## config.mk

```make
export PLATFORM = sky130hd
export DESIGN_NAME = ifetch_buf
export DESIGN_NICKNAME = d
export VERILOG_FILES = /design/src/rtl/ifetch_buf.sv
export SDC_FILE = /design/constraint.sdc
export NUM_CORES = 1
export LEC_CHECK = 0
export ABC_CLOCK_PERIOD_IN_PS = 2800
export BUFFER_PORTS_ARGS = -buffer_cell sky130_fd_sc_hd__buf_2
export CAP_MARGIN = 20
export CORE_UTILIZATION = 56
export CTS_CLUSTER_SIZE = 24
export DETAILED_ROUTE_END_ITERATION = 8
export PLACE_DENSITY = 0.81
export SLEW_MARGIN = 5
export SYNTH_ARGS = -nofsm -noshare
export SYNTH_HDL_FRONTEND = slang
export SYNTH_SLANG_ARGS = --single-unit
```

## constraint.sdc

```tcl
create_clock -name clk -period 2.8 [get_ports clk]
set_clock_uncertainty 0.15 [all_clocks]
set_input_delay 0.56 -clock clk [delete_from_list [all_inputs] [get_ports clk]]
set_output_delay 0.56 -clock clk [all_outputs]
set_load 0.005 [all_outputs]
```

## src/rtl/ifetch_buf.sv

```systemverilog
`default_nettype none
// ============================================================================
//  Module   : ifetch_buf
//  Purpose  : Instruction fetch unit. Generates the PC and issues word
//             requests to instruction memory. Returned instructions are queued
//             with their addresses in a small prefetch FIFO. One instruction
//             per cycle is presented to if_id. Honours downstream hold and
//             redirects (jump / taken branch) coming from execute.
//
//  Ports    : clk           - clock, rising edge
//             rst           - asynchronous reset, active low
//             jump_en_i     - redirect request
//             jump_addr_i   - redirect target (bits [1:0] ignored)
//             hold_i        - downstream stall, head entry not consumed
//             imem_req_o    - fetch request
//             imem_addr_o   - fetch address (word aligned)
//             imem_gnt_i    - request accepted this cycle
//             imem_rvalid_i - response valid
//             imem_rdata_i  - response instruction
//             inst_o        - instruction to if_id
//             inst_addr_o   - address of inst_o
//             inst_valid_o  - inst_o is a real fetched instruction
//
//  Options  : IFETCH_BYPASS_EN - when defined, a response arriving while the
//             FIFO is empty is forwarded combinationally to inst_o.
//
//  Revision : 1.0 - initial release
// ============================================================================
module ifetch_buf #(
    parameter logic [31:0] RESET_PC = 32'h0000_0000,
    parameter int unsigned DEPTH    = 2,
    parameter logic [31:0] NOP_INST = 32'h0000_0013
) (
    input  logic        clk,
    input  logic        rst,
    input  logic        jump_en_i,
    input  logic [31:0] jump_addr_i,
    input  logic        hold_i,
    output logic        imem_req_o,
    output logic [31:0] imem_addr_o,
    input  logic        imem_gnt_i,
    input  logic        imem_rvalid_i,
    input  logic [31:0] imem_rdata_i,
    output logic [31:0] inst_o,
    output logic [31:0] inst_addr_o,
    output logic        inst_valid_o
);

    localparam int unsigned          C_PTR_W = (DEPTH > 1) ? $clog2(DEPTH) : 1;
    localparam int unsigned          C_CNT_W = C_PTR_W + 1;
    localparam logic [C_CNT_W-1:0]   C_DEPTH = C_CNT_W'(DEPTH);

    // ------------------------------------------------------------------
    // State
    // ------------------------------------------------------------------
    logic [31:0]        fetch_pc_q,  fetch_pc_d;
    logic               pend_q,      pend_d;
    logic [31:0]        pend_addr_q, pend_addr_d;
    logic               drop_q,      drop_d;
    logic [C_PTR_W-1:0] rd_ptr_q,    rd_ptr_d;
    logic [C_PTR_W-1:0] wr_ptr_q,    wr_ptr_d;
    logic [C_CNT_W-1:0] count_q,     count_d;
    logic [31:0]        entry_addr_q [DEPTH];
    logic [31:0]        entry_inst_q [DEPTH];

    // ------------------------------------------------------------------
    // Combinational control
    // ------------------------------------------------------------------
    logic               w_resp;
    logic [C_CNT_W-1:0] w_credit;
    logic               w_req;
    logic               w_fire;
    logic               w_pop;
    logic               w_bypass;
    logic               w_push;
    logic               w_unused_bits;

    // Word alignment makes the low target bits irrelevant.
    assign w_unused_bits = &{1'b0, jump_addr_i[1:0]};

    // A response without an outstanding request is a protocol error and is
    // ignored entirely.
    assign w_resp   = imem_rvalid_i && pend_q;

    // Entries held plus the one in flight may never exceed the FIFO size, so
    // a push can never find the FIFO full.
    assign w_credit = count_q + C_CNT_W'(pend_q);
    assign w_req    = !jump_en_i && (!pend_q || imem_rvalid_i) && (w_credit < C_DEPTH);
    assign w_fire   = w_req && imem_gnt_i;

    assign w_pop    = (count_q != '0) && !hold_i && !jump_en_i;

`ifdef IFETCH_BYPASS_EN
    assign w_bypass = (count_q == '0) && w_resp && !drop_q && !jump_en_i;
`else
    assign w_bypass = 1'b0;
`endif

    // A bypassed response that is consumed immediately never enters the FIFO;
    // under hold it is stored so it can be presented again.
    assign w_push   = w_resp && !drop_q && !jump_en_i && !(w_bypass && !hold_i);

    assign imem_req_o  = w_req;
    assign imem_addr_o = fetch_pc_q;

    // ------------------------------------------------------------------
    // Next state
    // ------------------------------------------------------------------
    always_comb begin
        fetch_pc_d  = fetch_pc_q;
        pend_d      = pend_q;
        pend_addr_d = pend_addr_q;
        drop_d      = drop_q;
        rd_ptr_d    = rd_ptr_q;
        wr_ptr_d    = wr_ptr_q;
        count_d     = count_q;

        if (jump_en_i) begin
            fetch_pc_d = {jump_addr_i[31:2], 2'b00};
        end else if (w_fire) begin
            fetch_pc_d = fetch_pc_q + 32'd4;
        end

        if (w_fire) begin
            pend_d      = 1'b1;
            pend_addr_d = fetch_pc_q;
        end else if (imem_rvalid_i) begin
            pend_d      = 1'b0;
        end

        // The response that was marked stale has arrived; a redirect that
        // leaves a request still in flight marks that one stale instead.
        if (w_resp) begin
            drop_d = 1'b0;
        end
        if (jump_en_i && pend_q && !imem_rvalid_i) begin
            drop_d = 1'b1;
        end

        if (jump_en_i) begin
            rd_ptr_d = '0;
            wr_ptr_d = '0;
            count_d  = '0;
        end else begin
            if (w_push) begin
                wr_ptr_d = wr_ptr_q + C_PTR_W'(1);
            end
            if (w_pop) begin
                rd_ptr_d = rd_ptr_q + C_PTR_W'(1);
            end
            count_d = count_q + C_CNT_W'(w_push) - C_CNT_W'(w_pop);
        end
    end

    // ------------------------------------------------------------------
    // Registers
    // ------------------------------------------------------------------
    always_ff @(posedge clk or negedge rst) begin
        if (!rst) begin
            fetch_pc_q  <= RESET_PC;
            pend_q      <= 1'b0;
            pend_addr_q <= '0;
            drop_q      <= 1'b0;
            rd_ptr_q    <= '0;
            wr_ptr_q    <= '0;
            count_q     <= '0;
        end else begin
            fetch_pc_q  <= fetch_pc_d;
            pend_q      <= pend_d;
            pend_addr_q <= pend_addr_d;
            drop_q      <= drop_d;
            rd_ptr_q    <= rd_ptr_d;
            wr_ptr_q    <= wr_ptr_d;
            count_q     <= count_d;
        end
    end

    always_ff @(posedge clk or negedge rst) begin
        if (!rst) begin
            for (int i = 0; i < int'(DEPTH); i++) begin
                entry_addr_q[i] <= '0;
                entry_inst_q[i] <= '0;
            end
        end else if (w_push) begin
            entry_addr_q[wr_ptr_q] <= pend_addr_q;
            entry_inst_q[wr_ptr_q] <= imem_rdata_i;
        end
    end

    // ------------------------------------------------------------------
    // Output to if_id
    // ------------------------------------------------------------------
    always_comb begin
        inst_o       = NOP_INST;
        inst_addr_o  = '0;
        inst_valid_o = 1'b0;
        if (w_bypass) begin
            inst_o       = imem_rdata_i;
            inst_addr_o  = pend_addr_q;
            inst_valid_o = 1'b1;
        end else if (count_q != '0) begin
            inst_o       = entry_inst_q[rd_ptr_q];
            inst_addr_o  = entry_addr_q[rd_ptr_q];
            inst_valid_o = 1'b1;
        end
    end

endmodule
`default_nettype wire

```

==> impl_metrics.json <==
{
  "ys_warn_count": 0,
  "numCtsBuffers": 17,
  "worstMarginPinSlew_ns": 0.618,
  "synth_mux_area_share_pct": 27.3,
  "gp_congestion": 0.790,
  "start_util_pct": 57.8,
  "grt_pass1_wl_mm": 31.1,
  "rsz0062_at_grt": "false",
  "avgSynthCellArea_um2": 12.5,
  "p_int_mw": 5.80,
  "synth_seq_cells": 190,
  "port_buffers": 161,
  "clk_latency_ns": 0.43,
  "ys_async_sr_fraction_pct": 100,
  "startpoint_type": "register",
  "drc_errors": 0,
  "fin_nets": 934,
  "period_share_pct": 93.1,
  "crit_chain": "buf_4, mux2i_1, nor2_1, buf_2",
  "timing.hold.ws_ns": -0.00504,
  "synth_xor_area_share_pct": 3.07,
  "syn2layout_area_growth_pct": 18.4,
  "netlist_area_um2": 8860,
  "cts.clk_slew.worst_paths_ns": 0.06,
  "cts_root_buffer": "clkbuf_16",
  "yosys-top-cells-area": "dfrtp_1, mux2_2, mux2i_1",
  "violations": "hold timing",
  "arrival_ns": 1.90,
  "core-area_um2": 15300,
  "path_class": "register to primary output",
  "p_per_area_nw_per_um2": 765,
  "synthAdderAreaFrac_pct": 0.424,
  "crit_path_end": "inst_o[16]",
  "min_path_type": "input port to async pin",
  "fmax_ghz": 0.384,
  "synth_edf_count": 0,
  "crit_slowest_cell": "dfrtp_4",
  "clkPwrFrac_pct": 28.2,
  "switching_share_pct": 27.7,
  "cts_tree": "built",
  "crit_fanout": 19,
  "ir_drop_uv": 457,
  "rows": 45,
  "antenna_found_initial": 2,
  "fin_crit_ns": 2.61,
  "netlist.area_leader.share_pct": 53.7,
  "synth_cells": 706,
  "dp_slack_ns": 0.488,
  "cellLeakagePower_nw": 4.87,
  "utilization_pct": 68.5,
  "fillers": 1154,
  "required_ns": 2.09,
  "grt_pass1_vias": 6192,
  "r2r_start": "imem_addr_o[6]",
  "fp.dieW_um": 128,
  "crit_path_end_kind": "primary output",
  "r2r_end": "imem_addr_o[22]",
  "slew_viol_final": 0,
  "tns_ns": 0,
  "grt_max_degree": 75,
  "seqPwrFrac_pct": 50.3,
  "synth_cell_types": 37,
  "dr.pass1.iters": 6,
  "synth_ff_type": "dfrtp_1",
  "finalSetupViolCount": 0,
  "yosysMostFrequentCell": "dfrtp_1",
  "switchingPower_mw": 2.23,
  "pin_count": 168,
  "gr-total-overflow": 0,
  "status": "finished, violations left",
  "synth_commonest_cells": "dfrtp_1, mux2_2, nor2_1, mux2i_1, nand2_1",
  "ant_nets": 0,
  "avgViaCountPerCell": 5.49,
  "wire_per_inst_um": 17.7,
  "drive_above_1_share_pct": 44.3,
  "cts_sinks": 190,
  "cap_violations": 0,
  "h-tree-depth": 4,
  "setup_slack_ns": 0.194,
  "ys_seq_area_share_pct": 53.7,
  "slowest_delay_ns": 0.66,
  "yosys.area.top_type": "dfrtp_1",
  "reg2regPathDepth": 5,
  "synth_top_family_by_area": "multiplexers",
  "slew-limit-headroom_pct": 58.8,
  "dp_hpwl_mm": 13.0,
  "num_vias": 5964,
  "cts.repair.resized": 0,
  "drtIter0Drc": 307,
  "dp.cells": 1053,
  "rrSetupSlack_ns": 0.56,
  "power_frac_comb_pct": 21.5,
  "track_usage_pct": 24.7,
  "synth_simple_gate_area_share_pct": 9.95,
  "synth_compound_area_share_pct": 2.13,
  "wl_mm": 19.2,
  "postCtsHoldBufs": 0,
  "clockBufferDepth": 2,
  "hold_viol": 2,
  "post_cts_buffers": 0,
  "die_area_um2": 16300,
  "stdcell_count": 1086,
  "startpoint": "rd_ptr_q",
  "fp.dieH_um": 128
}
[flip-flops by register name, summed over array words and instances, names as in the netlist]
| signal | count |
|---|---|
| pend_q | 1 |
| wr_ptr_q | 1 |
| pend_addr_q | 30 |
| imem_addr_o | 30 |
| rd_ptr_q | 1 |
| entry_inst_q | 64 |
| count_q | 2 |
| entry_addr_q | 60 |
| drop_q | 1 |
[cells in the final DEF, fill, tap and decap left out, types with 12 or more instances in the layout]
cell,synthesis,final
dfrtp_1,190,189
nor4_2,12,12
xnor2_1,25,25
mux2_2,153,153
mux2i_1,64,64
nor2_1,68,66
buf_4,12,18
o21ai_0,20,20
clkbuf_16,0,17
buf_2,11,160
nand2_1,36,36
nor3_1,12,12
[layout make-up]
class	count	area, um^2	share of cell area (%)
antenna	2	5.00	0.0477
clock buffer	21	460	4.39
clock inverter	10	90.1	0.859
inverter	10	37.5	0.358
multi-input combinational	459	3840	36.6
sequential	190	4760	45.4
tap	211	264	2.52
timing repair buffer	183	1030	9.82
[worst min-delay path by stage]
stage	startpoint	end	slack (ns)	depth (start not counted)
global placement	entry_inst_q[40]	entry_inst_q[40]	0.32	1
floorplan	rst	count_q[0]	0.11	0
CTS	rst	entry_inst_q[38]	0.01	1
detailed placement	entry_addr_q[43]	entry_addr_q[43]	0.33	1
global route	rst	entry_inst_q[6]	0.04	1
finish	rst	entry_inst_q[38]	-0.005	1
[worst max-delay path: cells and delay by family, from the launching register on]
| kind | cells | cell delay, ns |
|---|---|---|
| AND/OR/NAND/NOR | 1 | 0.05 |
| flip-flops | 1 | 0.66 |
| multiplexers | 1 | 0.26 |
| buffers and inverters | 2 | 0.48 |
[metal layers]
metal / up-vias / GRT usage (%) / wire [um]
li1: 2767 / - / -
met1: 3013 / 31.7 / 8430
met2: 160 / 41.2 / 9550
met3: 22 / 5.59 / 970
met4: 2 / 9.07 / 288
met5: - / 0 / 13
[power groups by stage]
stage                     clock network, mW  registers (mW)  logic, mW
after floorplan                           0            3.91       1.27
after global placement                    0            4.00       1.65
after detailed placement                  0            4.09       1.74
after CTS                              2.30            4.04       1.75
after global routing                   2.42            4.14       1.90
final                                  2.26            4.03       1.73
[through the flow]
step	hold slack, ns	area [um^2]	total power, mW
6_report	-0.00504	10500	8.02
5_1_grt	0.0353	10500	8.46
4_1_cts	0.0101	10500	8.10
3_5_place_dp	0.329	9930	5.83
3_3_place_gp	0.316	9930	5.65
2_1_floorplan	0.114	8870	5.18
[cell families after synthesis]
family	count (synthesis)
adder cells (fa/ha/maj)	3
AND/OR/NAND/NOR	164
other	1
flip-flops	190
multiplexers	222
XOR/XNOR	31
AO/OA/AOI/OAI	35
buffers and inverters	60
No activity file was read; power rests on OpenSTA's default activity.
